--- src/rtl/rf_operand_fetch.sv ---
// rtl/rf_operand_fetch.sv - one-entry operand fetch stage between predecode and decode.
// Optional writeback bypass registers are enabled by defining RF_WB_BYPASS_EN.
module rf_operand_fetch #(
    parameter int XLEN  = 32,
    parameter int CNT_W = 16
) (
    input  logic             clk,
    input  logic             rst,
    input  logic             pd_valid_i,
    output logic             pd_ready_o,
    input  logic [4:0]       pd_src1_i,
    input  logic [4:0]       pd_src2_i,
    output logic [4:0]       rf_src1_o,
    output logic [4:0]       rf_src2_o,
    input  logic [XLEN-1:0]  rf_src1_q_i,
    input  logic [XLEN-1:0]  rf_src2_q_i,
    input  logic             wb_we_i,
    input  logic [4:0]       wb_dst_i,
    input  logic [XLEN-1:0]  wb_data_i,
    output logic             id_valid_o,
    input  logic             id_ready_i,
    output logic [4:0]       id_src1_o,
    output logic [4:0]       id_src2_o,
    output logic [XLEN-1:0]  id_op1_o,
    output logic [XLEN-1:0]  id_op2_o,
    input  logic             flush_i,
    output logic [CNT_W-1:0] stall_cnt_o
);

    typedef enum logic {EMPTY = 1'b0, FULL = 1'b1} state_t;

    state_t state;
    logic   accept;
    logic   stall;

    assign pd_ready_o = (state == EMPTY) | id_ready_i;
    assign accept     = pd_valid_i & pd_ready_o & ~flush_i;
    assign stall      = (state == FULL) & ~id_ready_i & ~flush_i;

    // Holding the address while stalled makes the RF re-read every cycle,
    // so a writeback to a held index shows up without extra state.
    assign rf_src1_o = accept ? pd_src1_i : id_src1_o;
    assign rf_src2_o = accept ? pd_src2_i : id_src2_o;

    always_ff @(posedge clk) begin
        if (rst) begin
            state      <= EMPTY;
            id_valid_o <= 1'b0;
            id_src1_o  <= 5'd0;
            id_src2_o  <= 5'd0;
        end else if (flush_i) begin
            state      <= EMPTY;
            id_valid_o <= 1'b0;
        end else if (accept) begin
            state      <= FULL;
            id_valid_o <= 1'b1;
            id_src1_o  <= pd_src1_i;
            id_src2_o  <= pd_src2_i;
        end else if (state == FULL && id_ready_i) begin
            state      <= EMPTY;
            id_valid_o <= 1'b0;
        end
    end

    always_ff @(posedge clk) begin
        if (rst) begin
            stall_cnt_o <= '0;
        end else if (stall && !(&stall_cnt_o)) begin
            stall_cnt_o <= stall_cnt_o + 1'b1;
        end
    end

`ifdef RF_WB_BYPASS_EN
    logic            byp1_valid;
    logic            byp2_valid;
    logic [XLEN-1:0] byp1_data;
    logic [XLEN-1:0] byp2_data;
    logic            wb_hit1;
    logic            wb_hit2;

    // A write landing in the same cycle as the read address is missed by the
    // read-before-write RF, so it is captured here for one cycle.
    assign wb_hit1 = wb_we_i & (wb_dst_i != 5'd0) & (wb_dst_i == rf_src1_o);
    assign wb_hit2 = wb_we_i & (wb_dst_i != 5'd0) & (wb_dst_i == rf_src2_o);

    always_ff @(posedge clk) begin
        if (rst) begin
            byp1_valid <= 1'b0;
            byp2_valid <= 1'b0;
            byp1_data  <= '0;
            byp2_data  <= '0;
        end else begin
            byp1_valid <= wb_hit1;
            byp2_valid <= wb_hit2;
            if (wb_hit1) byp1_data <= wb_data_i;
            if (wb_hit2) byp2_data <= wb_data_i;
        end
    end

    always_comb begin
        id_op1_o = byp1_valid ? byp1_data : rf_src1_q_i;
        id_op2_o = byp2_valid ? byp2_data : rf_src2_q_i;
        if (id_src1_o == 5'd0) id_op1_o = '0;
        if (id_src2_o == 5'd0) id_op2_o = '0;
    end
`else
    logic unused_wb;

    assign unused_wb = ^{wb_we_i, wb_dst_i, wb_data_i};

    always_comb begin
        id_op1_o = rf_src1_q_i;
        id_op2_o = rf_src2_q_i;
        if (id_src1_o == 5'd0) id_op1_o = '0;
        if (id_src2_o == 5'd0) id_op2_o = '0;
    end
`endif

endmodule

--- config.mk ---
export PLATFORM = sky130hd
export DESIGN_NAME = rf_operand_fetch
export DESIGN_NICKNAME = d
export VERILOG_FILES = /design/src/rtl/rf_operand_fetch.sv
export SDC_FILE = /design/constraint.sdc
export NUM_CORES = 1
export LEC_CHECK = 0
export CORE_AREA = 2 2 84 86
export CTS_BUF_LIST = sky130_fd_sc_hd__clkbuf_16
export DETAILED_ROUTE_END_ITERATION = 6
export DIE_AREA = 0 0 86 88
export PLACE_DENSITY = 0.93
export SETUP_SLACK_MARGIN = 0.1
export SKIP_CTS_REPAIR_TIMING = 1
export SYNTH_ARGS = -nofsm -noshare
export SYNTH_HDL_FRONTEND = slang
export SYNTH_SLANG_ARGS = --single-unit
--- constraint.sdc ---
create_clock -name clk -period 5.6 [get_ports clk]
set_input_delay 1.12 -clock clk [delete_from_list [all_inputs] [get_ports clk]]
set_output_delay 1.12 -clock clk [all_outputs]
set_load 0.005 [all_outputs]
==> flow_summary.toml <==
[outcome]
status = "finished clean"

[routing]
dr.pass1.iters = 4
drt_iter0_drc = 54
vias_per_cell = 4.61
antenna_left = 0
vias = 2155
drcViolationCount = 0
routed_wl_microns = 7000
wire_per_inst_microns = 15.0

[power]
powerDensity_nw_per_um2 = 164
vdd_ir_drop_max_mv = 0.0815
p_leak_nw = 1.26
p_total_mw = 0.604

[worst_hold_path]
worstHoldPathType = "register to register"

[timing]
tightest_slew_ps = 1090
slew_headroom_pct = 27.5
rsz0062_at_grt = "false"
hold_viol = 0
setup_viol = 0
tns_ps = 0
period_minus_slack_ps = 4630
fmax_mhz = 216
clock_skew_ps = 8.77
post-route-period-util_pct = 82.6
report.final.slew_viol_count = 0

[cts]
clk_pin_slew_ps = 60
htree_levels = 1
ctsLongestPathBuffers = 2
cts_buffers = 3
clock_latency_ps = 260
cts.sinks = 27
cts-root-buf = "clkbuf_16"
cts_tree = "yes"

[critical_path]
critPathMaxStageDelay_ps = 710
crit_arrival_ps = 3510
crit_path_top_delay_cell = "nor3b_1"
criticalPathCategory = "input pin to output port"
start_kind = "input pin"
critical_path_required_ps = 4480
worstPathMaxFanout = 6
cp-end-kind = "output port"
cp_cell_sequence = "clkdlybuf4s50_1, nor2b_1, nor3b_1, buf_4, mux2_2, clkdlybuf4s50_1"
crit_top_cell = "clkdlybuf4s50_1"

[floorplan]
coreArea_sq_um = 6640
initial_core_util_pct = 26.0
dieArea_sq_um = 7570
ioPinCount = 219
dieWidth_microns = 86
core.rowCount = 30
die_h_microns = 88

[synth]
synth_cells = 215
synth_top_area_share_pct = 31.3
synth_area_per_cell_sq_um = 8.04
synth_nets = 333
ys_ff_latch = 27
synth_warnings = 0
synth_area_sq_um = 1730
ys_seq_area_share_pct = 31.3
ys_types = 32
yosysTopAreaCell = "dfxtp_1"
synthTopCellsByArea = "dfxtp_1 (31%), nor2b_1 (28%), mux2_2 (8.5%), or4_1 (3.9%), a21oi_1 (3.5%)"

[flow_run]
drv_cap = 0

[layout]
diodes = 0
layout.nets = 506
areaGrowthSynthToFinish_pct = 113
layout_common_cells = "clkdlybuf4s50_1 (180), nor2b_1 (77), dfxtp_1 (27)"
layout_commonest_cell = "clkdlybuf4s50_1"
drive_above_1_share_pct = 6.20

[grt]
grt_antenna_before_repair = 0
grt_pass1_vias = 2032
grt_start_max_net_pins = 33
grt_usage_pct = 17.1
grt_overflow_total = 0
grt_pass1_wl_microns = 10300

[placed_design]
port_buffers = 180
hpwl_microns = 5910
gp_congestion = 0.817
## cell type report
type / count / area [sq um]
well taps: 80 / 100
multi-input cells: 170 / 1120
flip-flops and latches: 27 / 541
clock inverters: 1 / 7.51
repair buffers: 182 / 1820
fillers: 557 / 2970
inverters: 4 / 15.0
clock buffers: 3 / 75.1
## final timing paths
kind	start	to	slack (ps)	cells after the start
setup / recovery	id_ready_i	rf_src2_o[0]	970	6
hold / removal	stall_cnt_o[10]$_SDFFE_PP0P_	stall_cnt_o[10]$_SDFFE_PP0P_	520	2
setup reg to reg	state$_SDFFE_PP0P_	stall_cnt_o[8]$_SDFFE_PP0P_	3350	4
hold reg to reg	stall_cnt_o[10]$_SDFFE_PP0P_	stall_cnt_o[10]$_SDFFE_PP0P_	520	2
## report_power, final
group | leakage (nW) | internal, mW | switching (mW)
registers | 0.219 | 0.196 | 0.00320
logic | 1.00 | 0.165 | 0.0751
clock network | 0.0371 | 0.0971 | 0.0681
total | 1.26 | 0.458 | 0.146
## metrics by stage
| stage | cells | util, % | hold slack, ps | setup WS, ps | area (sq um) |
|---|---|---|---|---|---|
| 6_report | 467 | 55.3 | 519 | 972 | 3680 |
| 5_1_grt | 467 | 55.3 | 550 | 809 | 3680 |
| 4_1_cts | 467 | 55.3 | 522 | 967 | 3680 |
| 3_5_place_dp | 463 | 54.1 | 507 | 967 | 3590 |
| 3_3_place_gp | 463 | 54.1 | 492 | 1050 | 3590 |
| 2_1_floorplan | 215 | - | 489 | 2420 | 1730 |
## per-layer routing
layer / wire, microns / track usage (%)
met1: 2530 / 18.0
met2: 3920 / 34.6
met3: 537 / 4.71
met4: 14 / 2.16
met5: 0 / 0
## sequential cells by signal (all words and copies together) (netlist names)
name and count:
id_src2_o 5, stall_cnt_o 16, state 1, id_src1_o 5
## logic make-up (layout without fill, tap and decap cells)
kind of cell	Yosys count	in the layout	synth area share, %
AOI/OAI and AO/OA	24	24	8.62
adders and majority gates	1	1	0.724
buffers and inverters	18	190	4.05
DFF	27	27	31.3
muxes	13	13	8.47
and+or+nand+nor	132	132	46.8
## worst max-delay path: cells and delay by family
family	cells	cell delay, ps
buf+inv	3	1250
simple gates	2	790
mux	1	350
## synth_stat cells, drive strengths merged
cell / instances
nor2b: 77
dfxtp: 27
mux2: 13
a21oi: 12
clkbuf: 12
nor2: 11
or4: 9
nand3: 7
o31ai: 7
nor4: 5
inv: 4
nand2: 4
nor3: 4
nand4: 3
and3: 2
and4: 2
buf: 2
o21ai: 2
or3: 2
or3b: 2
a311oi: 1
a41oi: 1
and2: 1
ha: 1
nor3b: 1
nor4b: 1
o41ai: 1
or4b: 1
No activity file was read; power rests on OpenSTA's default activity.
==> variant 1: new RTL, same settings <==
The parameter `CNT_W` goes from 16 to 32.
--- a/src/rtl/rf_operand_fetch.sv
+++ b/src/rtl/rf_operand_fetch.sv
@@ -2,7 +2,7 @@
 // Optional writeback bypass registers are enabled by defining RF_WB_BYPASS_EN.
 module rf_operand_fetch #(
     parameter int XLEN  = 32,
-    parameter int CNT_W = 16
+    parameter int CNT_W = 32
 ) (
     input  logic             clk,
     input  logic             rst,
Interface: changed (resized stall_cnt_o); port bits go from 219 to 235. The function was not compared with the original's and may differ.
==> variant 1 against the unedited design <==
  * Routed wire length is 41% higher
  * Synthesized area is 46% higher
  * Clock skew is 0.0023 ns lower
  * Register-to-register slack worse by 0.49 ns
  * Utilization is 16 points higher
  * Sequential share of layout area is 3.5 points higher
  * Non-clock buffer count is 18 higher
  * Sequential cell count is 16 higher
  * Highest routed layer unchanged
  * Critical path depth stayed put
  * Setup slack better by 0.56 ns
  * Combinational power is 3% higher
  * Total power is 47% higher
  * First-iteration DRC count is 80% higher
  * Cell area is 29% higher
==> variant 1: results (changes against the unedited design) <==
stage;metric;value;unit;change
power;vdd_drop_max;0.202;mV;was 0.0815 mV
critical_path;cp_data_arrival_time;2.95;ns;was 3.51 ns
logic_synthesis;yosys_most_used_dff;dfxtp_1;;unchanged
run_status;status;finished, final reports clean;;unchanged
clock_network;numCtsBuffers;5;;was 3
layout;largest_registers;stall_cnt_o (32), id_src1_o (5), id_src2_o (5);;was stall_cnt_o (16), id_src1_o (5), id_src2_o (5)
layout;fin_nets;620;;was 506
clock_network;clock_latency;0.28;ns;was 0.26 ns
global_route;grt_pass1_wl;14.3;mm;was 10.3 mm
logic_synthesis;ys_seq_area_share;34.1;%;was 31.3%
global_route;antenna_found_initial;1;;was 0
route;wl;9.85;mm;was 7.00 mm
clock_network;clock_path_buffers;2;;unchanged
logic_synthesis;synth.distinct_cells;36;;was 32
place;pre_cts_ws;1.53;ns;was 0.967 ns
timing;relSlewSlack;22.9;%;was 27.5%
critical_path;critPathMaxFanout;10;;was 6
clock_network;ctsHtreeMaxLevel;2;;was 1
global_route;grtUsageTotal;24.3;%;was 17.1%
route;drt-initial-drc-count;97;;was 54
power;p_leak;1.57;nW;was 1.26 nW
logic_synthesis;synth_async_sr_flop_share;0;%;unchanged
min_path;min_path_type;reg -> reg;;unchanged
logic_synthesis;syn_nets;429;;was 333
place;io_buffers;196;;was 180
critical_path;slowest_delay;0.48;ns;was 0.71 ns
layout;diodes;0;;unchanged
logic_synthesis;synth_common_cells;79 x nor2b_1, 43 x dfxtp_1, 27 x nor2_1;;was 77 x nor2b_1, 27 x dfxtp_1, 13 x mux2_2
logic_synthesis;synth_warnings;0;;unchanged
critical_path;crit_path_top_delay_cell;clkdlybuf4s50_1;;was nor3b_1
logic_synthesis;synth.area.top_cells;dfxtp_1 34%, nor2b_1 20%, mux2_2 5.8%;;was dfxtp_1 31%, nor2b_1 28%, mux2_2 8.5%
route;drt_pass1_iterations;4;;unchanged
global_route;grt_max_degree;47;;was 33
clock_network;clkTransAtPathRegs;0.06;ns;about the same
place;gp_congestion;0.875;;was 0.817
place;dp_hpwl;7.83;mm;was 5.91 mm
global_route;grt_pass1_vias;2701;;was 2032
timing;skew;0.00644;ns;was 0.00877 ns
layout;drive_above_1_share;5.98;%;was 6.20%
clock_network;clock_tree.root_cell;clkbuf_16;;unchanged
route;viasPerCell;5.14;;was 4.61
-- variant 1: cell count changes after synthesis, moves of 5 or more --
| cell | unedited run | this run |
|---|---|---|
| o31ai_1 | 7 | 2 |
| xnor2_1 | 0 | 14 |
| nor2_1 | 11 | 27 |
| or3_1 | 2 | 9 |
| dfxtp_1 | 27 | 43 |
| nand3_1 | 7 | 12 |
| nand2_1 | 4 | 10 |
| a211oi_1 | 0 | 8 |
| o21ai_0 | 2 | 7 |
| nand4_1 | 3 | 14 |
-- variant 1: final timing paths --
path	startpoint	to	slack, ns	cells past startpoint
worst max-delay path	id_ready_i	rf_src2_o[0]	1.53	6
worst min register to register	stall_cnt_o[31]	stall_cnt_o[31]	0.52	2
worst min-delay path	stall_cnt_o[31]	stall_cnt_o[31]	0.52	2
worst max register to register	stall_cnt_o[0]	stall_cnt_o[28]	2.86	6
-- variant 1: layout make-up --
class / count / area (µm²)
clock buffer: 5 / 125
inverter: 6 / 22.5
sequential: 43 / 861
tap: 80 / 100
timing repair buffer: 200 / 1990
clock inverter: 2 / 37.5
fill: 490 / 1920
multi-input combinational: 246 / 1590
-- variant 1: cell families after synthesis --
| family | Yosys count | share of synthesized area [%] |
|---|---|---|
| xor+xnor | 17 | 5.90 |
| simple gates | 178 | 40.7 |
| buf+inv | 22 | 3.32 |
| mux | 14 | 6.20 |
| flops | 43 | 34.1 |
| compound gates | 36 | 9.28 |
| fa+ha+maj | 1 | 0.496 |
-- variant 1: power by group --
group | switching (mW) | internal [mW]
Combinational | 0.0821 | 0.165
Clock | 0.118 | 0.208
Sequential | 0.00332 | 0.310
-- variant 1: stage by stage --
| stage | hold WS (ns) | std cells | cell area (µm²) |
|---|---|---|---|
| 6_report | 0.525 | 582 | 4730 |
| 5_1_grt | 0.543 | 582 | 4730 |
| 4_1_cts | 0.524 | 582 | 4730 |
| 3_5_place_dp | 0.516 | 575 | 4560 |
| 3_3_place_gp | 0.499 | 575 | 4560 |
| 2_1_floorplan | 0.481 | 311 | 2520 |
-- variant 1: worst max-delay path, delay by kind of cell --
kind | cells | cell delay, ns
simple gates | 2 | 0.25
buf+inv | 3 | 1.18
mux | 1 | 0.38
-- variant 1: metal layers --
metal	part of all wire (%)	wire, µm	global-route usage [%]
met1	39	3830	28.7
met4	2.0	201	7.22
met5	0	0	0
met2	52	5140	43.5
met3	6.9	683	6.03
==> variant 2: new RTL, config.mk and constraints unchanged <==
Without the edit above. Register the output `stall_cnt_o` once more, with the module's reset; this adds one clock of latency there. The other outputs are not delayed to match.
--- a/src/rtl/rf_operand_fetch.sv
+++ b/src/rtl/rf_operand_fetch.sv
@@ -28,6 +28,8 @@
 );
 
     typedef enum logic {EMPTY = 1'b0, FULL = 1'b1} state_t;
+
+    logic [CNT_W-1:0] stall_cnt_s0;
 
     state_t state;
     logic   accept;
@@ -64,9 +66,9 @@
 
     always_ff @(posedge clk) begin
         if (rst) begin
-            stall_cnt_o <= '0;
-        end else if (stall && !(&stall_cnt_o)) begin
-            stall_cnt_o <= stall_cnt_o + 1'b1;
+            stall_cnt_s0 <= '0;
+        end else if (stall && !(&stall_cnt_s0)) begin
+            stall_cnt_s0 <= stall_cnt_s0 + 1'b1;
         end
     end
 
@@ -116,5 +118,13 @@
     end
 `endif
 
+    always_ff @(posedge clk) begin
+        if (rst) begin
+            stall_cnt_o <= '0;
+        end else begin
+            stall_cnt_o <= stall_cnt_s0;
+        end
+    end
+
 endmodule
 
Behaviour: not the same (Yosys sat finds a counterexample within 4 cycles, from zero or initial values and one cycle with rst high).
==> variant 2 against the unedited design <==
  * Cell area grew 14%
  * Sequential cell count is 16 higher
  * Utilization grew 7.6 points
  * Synthesized cell count grew 15%
  * Die area is the same
  * Synthesized area increased by 24%
  * Setup slack better by 0.25 ns
  * Clock skew is 0.0053 ns lower
  * Routed wire length increased by 6.8%
  * Total power increased by 44%
  * Hold slack got worse by 0.011 ns
  * Critical path type unchanged
  * Critical endpoint is now rf_src1_o[0]
==> variant 2: results (changes against the unedited design) <==
stage;metric;value;unit;change
logic_synthesis;syn_nets;365;;was 333
global_route;grt_max_degree;45;;was 33
critical_path;slowest_delay;0.67;ns;was 0.71 ns
global_route;grt_pass1_vias;2249;;was 2032
place;gp_congestion;0.890;;was 0.817
clock_network;ctsHtreeMaxLevel;2;;was 1
critical_path;cp_data_arrival_time;3.26;ns;was 3.51 ns
timing;skew;0.00345;ns;was 0.00877 ns
layout;fin_nets;540;;was 506
run_status;status;finished, final reports clean;;unchanged
route;wl_per_cell;14.9;µm;was 15.0 µm
critical_path;reg2regPathDepth;5;;was 4
clock_network;numCtsBuffers;5;;was 3
critical_path;crit_family;buffers and inverters;;unchanged
route;vias;2380;;was 2155
power;vdd_drop_max;0.175;mV;was 0.0815 mV
logic_synthesis;ys_seq_area_share;40.1;%;was 31.3%
place;dp_hpwl;6.09;mm;was 5.91 mm
global_route;grt_pass1_wl;11.0;mm;was 10.3 mm
logic_synthesis;synth.distinct_cells;31;;was 32
place;pre_cts_ws;1.18;ns;was 0.967 ns
global_route;grtUsageTotal;18.5;%;was 17.1%
route;drt-initial-drc-count;42;;was 54
min_path;hold_depth;1;;was 2
logic_synthesis;synth.area.top_cells;dfxtp_1 40%, nor2b_1 26%, mux2_2 10%;;was dfxtp_1 31%, nor2b_1 28%, mux2_2 8.5%
layout;largest_registers;stall_cnt_o (16), stall_cnt_s0 (16);;was stall_cnt_o (16), id_src1_o (5), id_src2_o (5)
critical_path;crit_path_top_delay_cell;nor3b_2;;was nor3b_1
layout;drive_above_1_share;7.82;%;was 6.20%
logic_synthesis;synth_common_cells;89 x nor2b_1, 43 x dfxtp_1, 19 x mux2_2;;was 77 x nor2b_1, 27 x dfxtp_1, 13 x mux2_2
variant 2: path summary, 6_finish.rpt:
kind / start / slack, ns / endpoint
worst max register to register: state / 3.72 / stall_cnt_s0[5]
worst max-delay path: id_ready_i / 1.22 / rf_src1_o[0]
worst min register to register: stall_cnt_s0[15] / 0.51 / stall_cnt_o[15]
worst min-delay path: stall_cnt_s0[15] / 0.51 / stall_cnt_o[15]
variant 2: final cells by class:
class	count	area [µm²]
clock inverter	2	33.8
fill	530	2460
sequential	43	861
multi-input combinational	185	1220
timing repair buffer	183	1820
inverter	4	15.0
clock buffer	5	125
tap	80	100
variant 2: power groups by stage:
| stage | Combinational, mW | Clock (mW) | Sequential [mW] |
|---|---|---|---|
| after detailed placement | 0.246 | 0 | 0.320 |
| after global placement | 0.240 | 0 | 0.320 |
| after CTS | 0.246 | 0.324 | 0.313 |
| after floorplan | 0.0733 | 0 | 0.320 |
| after global routing | 0.262 | 0.337 | 0.314 |
| final | 0.244 | 0.314 | 0.313 |
variant 2: kinds of logic (layout without fill, tap and decap cells):
family | Yosys count | count (layout) | synth area share [%]
and+or+nand+nor | 146 | 146 | 40.2
buffers and inverters | 19 | 194 | 3.49
AOI/OAI and AO/OA | 19 | 19 | 5.71
adders and majority gates | 1 | 1 | 0.582
DFF | 43 | 43 | 40.1
muxes | 19 | 19 | 9.96
variant 2: worst reg2reg max path, cell delays in order (launching register included):
cell and delay [ns]:
dfxtp_1 0.34, nor2b_1 0.28, inv_1 0.14, or4_1 0.53
a21oi_1 0.15, mux2_2 0.34
variant 2: routing by layer:
metal,GRT usage [%],share of wire (%)
met5,0,0
met4,5.77,1.9
met3,5.18,6.9
met2,35.0,54
met1,19.9,37
variant 2: stage by stage:
| stage | instance area, µm² | std cells |
|---|---|---|
| after floorplan | 2150 | 247 |
| after global placement | 4020 | 495 |
| after detailed placement | 4020 | 495 |
| after CTS | 4180 | 502 |
| after global routing | 4180 | 502 |
| final | 4180 | 502 |
